### src/rtl/note_detector_pkg.sv
// Shared constants for the note detector: note codes, FSM encodings, default note periods.
// Periods are 12 MHz clock counts for C4/D4/E4 tones.
package note_detector_pkg;

  localparam int DO_4 = 45867;
  localparam int RE_4 = 40863;
  localparam int MI_4 = 36404;

  typedef logic [1:0] note_t;

  localparam note_t NOTE_0   = 2'd0;
  localparam note_t NOTE_1   = 2'd1;
  localparam note_t NOTE_2   = 2'd2;
  localparam note_t NOTE_SIL = 2'd3;

  localparam logic [1:0] ST_SILENT = 2'd0;
  localparam logic [1:0] ST_ARMED  = 2'd1;
  localparam logic [1:0] ST_TRACK  = 2'd2;

endpackage

### src/rtl/note_detector_edge_sync.sv
// Two-flop synchronizer plus rising-edge detect; rise is acted on at the third clk edge after d_in rises.
// No backpressure: a one-cycle pulse per synchronized rising edge.
module edge_sync (
  input  logic clk,
  input  logic rst,
  input  logic d_in,
  output logic rise
);

  logic s1, s2, s3;

  always_ff @(posedge clk) begin
    if (rst) begin
      s1 <= 1'b0;
      s2 <= 1'b0;
      s3 <= 1'b0;
    end else begin
      s1 <= d_in;
      s2 <= s1;
      s3 <= s2;
    end
  end

  assign rise = s2 & ~s3;

endmodule

### src/rtl/note_detector.sv
// Decodes DO/RE/MI/silence from a square-wave tone by period measurement, two-period debounce.
// note updates one cycle after the qualifying edge pulse; optional period output via NOTEDET_PERIOD_OUT_EN.
module note_detector
  import note_detector_pkg::*;
#(
  parameter int N0      = DO_4,
  parameter int N1      = RE_4,
  parameter int N2      = MI_4,
  parameter int TOL     = 256,
  parameter int TIMEOUT = 100000,
  parameter int CW      = 17
) (
  input  logic          clk,
  input  logic          rst,
  input  logic          ch_in,
  output logic [1:0]    note,
  output logic          note_chg
`ifdef NOTEDET_PERIOD_OUT_EN
  ,
  output logic [CW-1:0] period
`endif
);

  localparam logic [CW-1:0] LO0     = CW'(N0 - TOL);
  localparam logic [CW-1:0] HI0     = CW'(N0 + TOL);
  localparam logic [CW-1:0] LO1     = CW'(N1 - TOL);
  localparam logic [CW-1:0] HI1     = CW'(N1 + TOL);
  localparam logic [CW-1:0] LO2     = CW'(N2 - TOL);
  localparam logic [CW-1:0] HI2     = CW'(N2 + TOL);
  localparam logic [CW-1:0] TMO     = CW'(TIMEOUT);
  localparam logic [CW-1:0] CNT_ONE = CW'(1);

  logic          edge_pulse;
  logic [CW-1:0] counter, cnt_nxt;
  logic [1:0]    state, state_nxt;
  note_t         cand, cand_nxt, cls, note_nxt;
  logic [1:0]    matchcnt, mc_nxt;
  logic          classify;

  edge_sync u_edge_sync (
    .clk  (clk),
    .rst  (rst),
    .d_in (ch_in),
    .rise (edge_pulse)
  );

  // Later assignments override earlier ones, so the lowest note index wins on overlap.
  always_comb begin
    cls = NOTE_SIL;
    if (counter >= LO2 && counter <= HI2) cls = NOTE_2;
    if (counter >= LO1 && counter <= HI1) cls = NOTE_1;
    if (counter >= LO0 && counter <= HI0) cls = NOTE_0;
  end

  always_comb begin
    cnt_nxt   = counter;
    state_nxt = state;
    cand_nxt  = cand;
    mc_nxt    = matchcnt;
    note_nxt  = note;
    classify  = 1'b0;
    if (edge_pulse) begin
      // Edge wins over a coincident timeout; the edge cycle is cycle 0 of the next period.
      cnt_nxt = CNT_ONE;
      if (state == ST_SILENT) begin
        state_nxt = ST_ARMED;
      end else begin
        state_nxt = ST_TRACK;
        classify  = 1'b1;
        if (cls == cand) begin
          if (matchcnt != 2'd2) mc_nxt = matchcnt + 2'd1;
        end else begin
          cand_nxt = cls;
          mc_nxt   = 2'd1;
        end
        if (mc_nxt == 2'd2) note_nxt = cand_nxt;
      end
    end else if (counter != TMO) begin
      cnt_nxt = counter + CNT_ONE;
      if (cnt_nxt == TMO) begin
        state_nxt = ST_SILENT;
        cand_nxt  = NOTE_SIL;
        mc_nxt    = 2'd0;
        note_nxt  = NOTE_SIL;
      end
    end
  end

  always_ff @(posedge clk) begin
    if (rst) begin
      counter  <= '0;
      state    <= ST_SILENT;
      cand     <= NOTE_SIL;
      matchcnt <= 2'd0;
      note     <= NOTE_SIL;
      note_chg <= 1'b0;
    end else begin
      counter  <= cnt_nxt;
      state    <= state_nxt;
      cand     <= cand_nxt;
      matchcnt <= mc_nxt;
      note     <= note_nxt;
      note_chg <= (note_nxt != note);
    end
  end

`ifdef NOTEDET_PERIOD_OUT_EN
  always_ff @(posedge clk) begin
    if (rst) begin
      period <= '0;
    end else if (classify) begin
      period <= counter;
    end
  end
`endif

endmodule

### config.mk
export PLATFORM = sky130hd
export DESIGN_NAME = note_detector
export DESIGN_NICKNAME = d
export VERILOG_FILES = /design/src/rtl/note_detector_pkg.sv /design/src/rtl/note_detector_edge_sync.sv /design/src/rtl/note_detector.sv
export SDC_FILE = /design/constraint.sdc
export NUM_CORES = 1
export LEC_CHECK = 0
export CAP_MARGIN = 30
export CELL_PAD_IN_SITES_DETAIL_PLACEMENT = 1
export CELL_PAD_IN_SITES_GLOBAL_PLACEMENT = 1
export CORE_MARGIN = 2
export CORE_UTILIZATION = 30
export CTS_CLUSTER_SIZE = 28
export DETAILED_ROUTE_END_ITERATION = 10
export HOLD_SLACK_MARGIN = 0.02
export PLACE_DENSITY = 0.58
export SLEW_MARGIN = 40
export SYNTH_ARGS = -nofsm -noshare
export SYNTH_HDL_FRONTEND = slang
export SYNTH_SLANG_ARGS = --single-unit
### constraint.sdc
create_clock -name clk -period 4.77 [get_ports clk]
set_input_delay 0.954 -clock clk [delete_from_list [all_inputs] [get_ports clk]]
set_output_delay 0.954 -clock clk [all_outputs]
set_load 0.02 [all_outputs]
==> run metrics, run 1 <==
leakage power=0.763 nW; CP Launch Type=flop; logic gate share of total power=0.041; Post-CTS Setup Bufs=0; die area=7290 sq um; Initial Util=0.311; register-to-register setup slack=1.56 ns; Crit path largest cell delay=0.50 ns; power per standard cell area=271 nW/um^2; Seq/Total Area, Yosys=0.292; type of the tightest min-delay check=flop to flop; GPL Wtd Cong=0.863; initial antenna violation count=0; Top Layer Used=met4; Die W=85.4 um; status=complete, no violations; vias in the first global route=1727; Die Y-Extent=85.4 um; achievable frequency=312 MHz; Slew Viols, Final=0; Total Routed Length=5.33 mm; Sw Pwr=0.128 mW; Port Buffers=5; WL met2=2.40 mm; Vias/cell=5.49; setup total negative slack=0 ns; vias post-DR=1717; Post-synth EDFFs=0; clock power share=0.533; drt initial violations=118; row count=29; DR WL met3=134 um; Internal=0.463 mW; mean routed wirelength per cell=17.0 um; max_cap viols=0; Final Setup Violations=0; first-pass GRT wire length=9.12 mm; Final Total Pwr=0.591 mW; post-CTS sizing=0; unrepaired setup endpoints after global routing=false; worst-path maximum fanout=9; register share of total power=0.427; critical path's slowest cell=nor4_2; Ys Warns=0; Hold Path Origin=u_edge_sync.s1; FF+latch count, synth=29; # fillers=779; Worst Hold End=u_edge_sync.s2; DR pass1 iterations=4; Critical path origin=counter[0]; final hold violation count=0; CTS sink count=29; Worst Max-Slew Pin Slew=0.753 ns; Primary FF master, synth=dfxtp_1; Metal-1 WL=2.68 mm; Yosys cell types=69; # IOs=6; CTS root buf=clkbuf_8; area delta synth->final=9.89%; Final Skew=0.00434 ns; Net Sw Frac=0.217; Hold Buf Count CTS=0; CTS max path bufs=2; Clk Latency, worst-skew pair=0.29 ns; Antenna Diode Count=0; Reg clk slew, reported paths=0.07 ns; hold depth=1; Final nets=241; post-DP HPWL=3.90 mm; CTS tree=built; r2r worst-path depth=8; critical path cell sequence=ha_1 > nand3_4 > nor4_2 > xnor2_1 > or4b_4 > a2111oi_4 > a21oi_2 > a32o_1; Period minus WS final=3.21 ns; Worst EP arrival=3.39 ns; htree depth=2; DR DRC count=0; Worst EP required=4.95 ns; Worst Setup End Kind=flop; gr ovfl total=0; commonest non-fill, non-tap cell in the layout=nor2_1; synthesized netlist cell count=240; fin crit share=0.673; Crit Reg-Reg Startpoint=counter[0]; synthesized area=1990 sq um; Final ANT Viol Nets=0; FFs w/ async S/R, synth=0; RR Endpoint=matchcnt[0]; syn_nets=246; core area=6390 sq um; CTS buffer count=5; VDD IR max=101 uV; commonest non-fill, non-tap cells in the layout=33 x nor2_1, 29 x dfxtp_1, 12 x nand2_1; Slew HR=0.497; Setup CP Type=flop to flop; pin count of the biggest net entering global routing=15; total track usage=0.160; share of cells above drive strength 1=0.102; Avg Synthesized Cell Area=8.27 sq um
-- critical path, delay by kind of cell, from the launching register on --
family	cells	cell delay (ns)
AO/OA/AOI/OAI	3	0.87
XOR/XNOR	1	0.19
adder cells (fa/ha/maj)	1	0.40
flip-flops	1	0.49
AND/OR/NAND/NOR	3	1.15
-- metrics by stage --
step / setup slack, ns / util / hold WS [ns] / area, sq um / std cells
finish: 1.56 / 0.342 / 0.451 / 2180 / 313
global placement: 1.60 / 0.321 / 0.422 / 2050 / 305
detailed placement: 1.56 / 0.321 / 0.441 / 2050 / 305
floorplan: 1.95 / - / 0.414 / 1990 / 240
CTS: 1.54 / 0.342 / 0.456 / 2180 / 313
global route: 1.33 / 0.342 / 0.479 / 2180 / 313
-- registers in the layout, summed over array words and instances, names as in the netlist --
name and count:
counter 17, cand 2, matchcnt 2, note 2
state 2, note_chg 1, u_edge_sync.s1 1, u_edge_sync.s2 1
u_edge_sync.s3 1
-- power groups by stage --
stage / Sequential, mW / Combinational (mW) / Clock, mW
after floorplan: 0.254 / 0.0192 / 0
after global placement: 0.257 / 0.0243 / 0
after detailed placement: 0.258 / 0.0244 / 0
after CTS: 0.252 / 0.0245 / 0.323
after global routing: 0.253 / 0.0275 / 0.337
final: 0.252 / 0.0240 / 0.315
-- layer usage --
| metal | up-vias | global-route usage |
|---|---|---|
| met1 | 823 | 0.221 |
| met3 | 10 | 0.0321 |
| li1 | 857 | - |
| met2 | 27 | 0.245 |
| met5 | - | 0 |
| met4 | 0 | 0.0635 |
-- cells by family (layout without fill, tap and decap cells) --
group                    after synthesis  in the layout  synth area share
AND/OR/NAND/NOR                      113            113             0.350
AO/OA/AOI/OAI                         48             48             0.183
flip-flops                            29             29             0.292
buffers and inverters                 26             22            0.0592
XOR/XNOR                              17             17            0.0750
multiplexers                           4              4            0.0214
adder cells (fa/ha/maj)                3              3            0.0189
-- layout make-up --
cell class	instances	area, sq um	share of cell area
multi-input combinational	185	1290	0.590
sequential	29	581	0.266
tap	77	96.3	0.0442
clock buffer	5	68.8	0.0315
clock inverter	3	65.1	0.0298
timing repair buffer	5	50.0	0.0229
inverter	9	33.8	0.0155
-- synth_stat cells (2+ instances only) --
| cell type | n | share of area |
|---|---|---|
| dfxtp_1 | 29 | 0.29 |
| nor4_2 | 2 | 0.013 |
| nor3_1 | 9 | 0.023 |
| or3b_1 | 2 | 0.0088 |
| clkbuf_1 | 10 | 0.019 |
| o21ai_0 | 6 | 0.015 |
| nand4_1 | 4 | 0.013 |
| buf_2 | 3 | 0.0076 |
| nand2_1 | 12 | 0.023 |
| mux2i_1 | 2 | 0.010 |
| a31o_2 | 2 | 0.0088 |
| inv_1 | 8 | 0.015 |
| xnor2_1 | 8 | 0.035 |
| nor2b_1 | 3 | 0.0095 |
| a21oi_1 | 7 | 0.018 |
| nor4b_1 | 2 | 0.0088 |
| xor2_1 | 9 | 0.040 |
| nand2b_1 | 3 | 0.0095 |
| o21bai_1 | 2 | 0.0076 |
| or3_1 | 2 | 0.0063 |
| nand3b_1 | 3 | 0.011 |
| buf_4 | 2 | 0.0076 |
| o31ai_1 | 2 | 0.0076 |
| o211ai_1 | 2 | 0.0076 |
| mux2_2 | 2 | 0.011 |
| o21a_1 | 3 | 0.011 |
| o2bb2ai_1 | 2 | 0.0088 |
| o21ai_1 | 3 | 0.0076 |
| ha_1 | 3 | 0.019 |
| and4_1 | 3 | 0.013 |
| a211oi_1 | 3 | 0.011 |
| o2111ai_1 | 2 | 0.0088 |
| nor3b_1 | 4 | 0.015 |
| nand3_1 | 9 | 0.023 |
| nor2_1 | 33 | 0.062 |
| and4b_1 | 4 | 0.020 |
| and2_1 | 3 | 0.0095 |
-- worst max-delay path by stage --
stage	cells after the start	end	slack, ns
6_report	8	matchcnt[0]	1.56
3_3_place_gp	8	matchcnt[0]	1.60
4_1_cts	8	matchcnt[0]	1.54
5_1_grt	8	matchcnt[0]	1.33
3_5_place_dp	8	matchcnt[0]	1.56
2_1_floorplan	8	matchcnt[0]	1.95
Power figures use the tool's default switching activity.
==> run 2, diff against run 1 <==
==> constraint.sdc (replaced) <==
create_clock -name clk -period 3 [get_ports clk]
set_input_delay 0.6 -clock clk [delete_from_list [all_inputs] [get_ports clk]]
set_output_delay 0.6 -clock clk [all_outputs]
set_load 0.02 [all_outputs]
==> run metrics, run 2 (same netlist as run 1, synthesis figures left out) <==
status=complete, no violations; vias post-DR=1838; gr ovfl total=0; total track usage=0.163; CTS sink count=29; CTS root buf=clkbuf_8; max_cap viols=0; Port Buffers=5; CTS max path bufs=2; Total Routed Length=5.66 mm; r2r worst-path depth=7; Slew Viols, Final=0; Top reg by flops=counter; Final nets=258; Vias/cell=5.57; Worst EP arrival=2.99 ns; Critical path origin=counter[3]; initial antenna violation count=0; hold depth=1; CTS buffer count=5; row count=29; commonest non-fill, non-tap cell in the layout=nor2_1; CP Launch Type=flop; # fillers=771; Setup crit end=matchcnt[0]; Setup CP Type=flop to flop; Worst EP required=3.17 ns; Post-CTS Setup Bufs=0; vias in the first global route=1744; DR pass1 iterations=4; first-pass GRT wire length=9.32 mm; critical path cell sequence=nand3_4 > nor4_2 > xnor2_1 > or4b_4 > a2111oi_4 > a21oi_2 > a32o_1; VDD IR max=274 uV; register-to-register setup slack=0.18 ns; CTS tree=built; core area=6390 sq um; Design Area, Final=2290 sq um; Reg clk slew, reported paths=0.07 ns; area delta synth->final=15.5%; Period minus WS final=2.82 ns; pin count of the biggest net entering global routing=14; Clk Latency, worst-skew pair=0.28 ns; RR Endpoint=matchcnt[0]; power per standard cell area=382 nW/um^2; DR DRC count=0; leakage power=0.843 nW; Final Setup Violations=0; Final ANT Viol Nets=0; fin crit share=0.938; Die W=85.4 um; share of cells above drive strength 1=0.162; critical path's slowest cell=dfxtp_1; unrepaired setup endpoints after global routing=false; drt initial violations=125; Initial Util=0.311; Worst Setup End Kind=flop; achievable frequency=355 MHz; mean routed wirelength per cell=17.1 um; final hold violation count=0; Antenna Diode Count=0; Crit Reg-Reg Startpoint=counter[3]; htree depth=2; setup total negative slack=0 ns; worst-path maximum fanout=6; # IOs=6; commonest non-fill, non-tap cells in the layout=33 x nor2_1, 28 x dfxtp_1, 17 x buf_4, 12 x nand2_1; Die Y-Extent=85.4 um; Worst Max-Slew Pin Slew=0.697 ns; placed instance area=2180 sq um; Hold Buf Count CTS=0; Crit path largest cell delay=0.53 ns; post-DP HPWL=4.19 mm; die area=7290 sq um; Final Skew=0.00613 ns; GPL Wtd Cong=0.850; Largest register FFs=17; Slew HR=0.531; type of the tightest min-delay check=flop to flop; post-CTS sizing=0
## run 2: cell types whose count changed in the layout (fill, tap and decap cells not counted)
| cell | before | now |
|---|---|---|
| buf_4 | 0 | 17 |
| clkinv_2 | 1 | 0 |
| dfxtp_1 | 29 | 28 |
| bufinv_16 | 2 | 1 |
| clkbuf_1 | 0 | 1 |
| clkbuf_8 | 5 | 6 |
| dfxtp_2 | 0 | 1 |
## run 2: metal layers
layer  GRT usage  vias to the layer above  share of wire
li1            -                      895              -
met1       0.239                      910           0.52
met2       0.244                       29           0.45
met3      0.0263                        4          0.022
met4      0.0476                        0          0.012
met5           0                        -              0
## run 2: worst min path at each step
stage / start / to / slack, ns
after floorplan: u_edge_sync.s1 / u_edge_sync.s2 / 0.41
after global placement: u_edge_sync.s1 / u_edge_sync.s2 / 0.43
after detailed placement: u_edge_sync.s1 / u_edge_sync.s2 / 0.44
after CTS: u_edge_sync.s1 / u_edge_sync.s2 / 0.45
after global routing: u_edge_sync.s1 / u_edge_sync.s2 / 0.47
final: u_edge_sync.s1 / u_edge_sync.s2 / 0.44
## run 2: worst max-delay path: cells and delay by family, from the launching register on
kind	cells	cell delay, ns
flip-flops	1	0.53
XOR/XNOR	1	0.20
AO/OA/AOI/OAI	3	0.91
AND/OR/NAND/NOR	3	1.08
## run 2: cell type report
| class | instances | area [sq um] | share of cell area |
|---|---|---|---|
| Clock inverter | 1 | 30.0 | 0.0131 |
| Sequential cell | 29 | 582 | 0.254 |
| Multi-Input combinational cell | 185 | 1290 | 0.561 |
| Tap cell | 77 | 96.3 | 0.0420 |
| Timing Repair Buffer | 22 | 178 | 0.0775 |
| Clock buffer | 7 | 86.3 | 0.0376 |
| Inverter | 9 | 33.8 | 0.0147 |
## run 2: report_power, final
part           switching, mW  total, mW  internal, mW
clock network          0.158      0.429         0.271
logic                 0.0301     0.0501        0.0200
registers            0.00535      0.397         0.391
total                  0.194      0.876         0.682
## run 2: stage by stage
step	std cells	setup WS (ns)	power, mW	hold slack, ns	utilization
6_report	330	0.185	0.876	0.443	0.359
5_1_grt	330	0.00763	0.911	0.469	0.359
4_1_cts	330	0.119	0.887	0.453	0.359
3_5_place_dp	322	0.194	0.456	0.437	0.341
3_3_place_gp	322	0.300	0.455	0.428	0.341
2_1_floorplan	240	0.182	0.435	0.414	-
==> run 3, diff against run 2 <==
==> constraint.sdc (replaced) <==
create_clock -name clk -period 3.6 [get_ports clk]
set_input_delay 0.72 -clock clk [delete_from_list [all_inputs] [get_ports clk]]
set_output_delay 0.72 -clock clk [all_outputs]
set_load 0.02 [all_outputs]
==> run metrics, run 3 (same netlist as run 1, synthesis figures left out) <==
Vias/cell=5.45; gr ovfl total=0; Final Total Pwr=0.642 mW; Net Sw Frac=0.263; CTS buffer count=5; CP Launch Type=flop; post-CTS sizing=0; Placed Cells=306; Final Setup Violations=0; power per standard cell area=299 nW/um^2; Port Buffers=5; Total Routed Length=5.38 mm; critical path cell sequence=ha_1 > nand3_4 > nor4_2 > xnor2_1 > or4b_4 > a2111oi_4 > a21oi_2 > a32o_1; CTS max path bufs=2; CTS sink count=29; Worst EP required=3.78 ns; Die Y-Extent=85.4 um; unrepaired setup endpoints after global routing=false; crit path buf inv count=0; Initial Util=0.311; final hold violation count=0; type of the tightest min-delay check=flop to flop; leakage power=0.735 nW; logic gate share of total power=0.049; Sw Pwr=0.169 mW; Slew HR=0.523; clock power share=0.431; Top reg by flops=counter; Antenna Diode Count=0; Die W=85.4 um; Hold Path Origin=u_edge_sync.s1; CTS tree=built; core area=6390 sq um; worst-path maximum fanout=9; Clk Latency, worst-skew pair=0.28 ns; Worst EP arrival=3.41 ns; total track usage=0.157; Crit path largest cell delay=0.50 ns; post-DP HPWL=3.93 mm; share of cells above drive strength 1=0.105; row count=29; Period minus WS final=3.24 ns; Largest register FFs=17; max_cap viols=0; first-pass GRT wire length=9.03 mm; Crit Reg-Reg Startpoint=counter[0]; Layout Cells excl Fill=314; register share of total power=0.520; WHS=0.455 ns; status=complete, no violations; delay-heaviest family, CP=simple AND/OR/NAND/NOR gates; initial antenna violation count=0; Worst Setup End Kind=flop; Reg clk slew, reported paths=0.07 ns; DR DRC count=0; htree depth=2; critical path's slowest cell=dfxtp_1; area delta synth->final=8.13%; DR pass1 iterations=4; Final nets=242; Hold Buf Count CTS=0; commonest non-fill, non-tap cells in the layout=33 x nor2_1, 29 x dfxtp_1, 12 x nand2_1; vias post-DR=1710; Worst Max-Slew Pin Slew=0.714 ns; Internal=0.473 mW; Post-CTS Setup Bufs=0; die area=7290 sq um; setup total negative slack=0 ns; Setup CP Type=flop to flop; mean routed wirelength per cell=17.1 um; Critical path origin=counter[0]; # IOs=6; VDD IR max=130 uV; drt initial violations=109; Slew Viols, Final=0; GPL Wtd Cong=0.857; achievable frequency=309 MHz; commonest non-fill, non-tap cell in the layout=nor2_1; CTS root buf=clkbuf_8; Final Skew=0.00640 ns; fin crit share=0.899; vias in the first global route=1767; Final ANT Viol Nets=0; pin count of the biggest net entering global routing=15
[run 3: cell types whose count changed in the layout (fill, tap and decap cells not counted), sizes merged]
cell / change
clkbuf: -2
clkinvlp: +3
bufinv: -1
buf: -16
[run 3: power groups by stage]
stage | sequential, mW | clock [mW] | combinational (mW)
5_1_grt | 0.335 | 0.309 | 0.0354
4_1_cts | 0.334 | 0.292 | 0.0325
3_3_place_gp | 0.341 | 0 | 0.0321
3_5_place_dp | 0.341 | 0 | 0.0323
2_1_floorplan | 0.337 | 0 | 0.0254
6_report | 0.334 | 0.277 | 0.0317
[run 3: through the flow]
| stage | utilization | cell area (sq um) | worst slack (ns) |
|---|---|---|---|
| after floorplan | - | 1990 | 0.782 |
| after global placement | 0.322 | 2060 | 0.430 |
| after detailed placement | 0.322 | 2060 | 0.366 |
| after CTS | 0.336 | 2150 | 0.338 |
| after global routing | 0.336 | 2150 | 0.0775 |
| final | 0.336 | 2150 | 0.363 |
[run 3: per-layer routing]
layer | share of wire | global-route usage
met2 | 0.46 | 0.248
met5 | 0 | 0
met3 | 0.019 | 0.0292
met4 | 0.010 | 0.0433
met1 | 0.51 | 0.220
[run 3: cell type report]
class	count	area [sq um]
Clock buffer	5	68.8
Clock inverter	3	22.5
Fill cell	781	4240
Inverter	9	33.8
Multi-Input combinational cell	185	1290
Sequential cell	29	581
Tap cell	77	96.3
Timing Repair Buffer	6	57.6
[run 3: worst paths after layout]
kind                          to  slack, ns  depth (start not counted)
setup / recovery     matchcnt[0]       0.36                          8
hold / removal    u_edge_sync.s2       0.46                          1
setup reg to reg     matchcnt[0]       0.36                          8
hold reg to reg   u_edge_sync.s2       0.46                          1
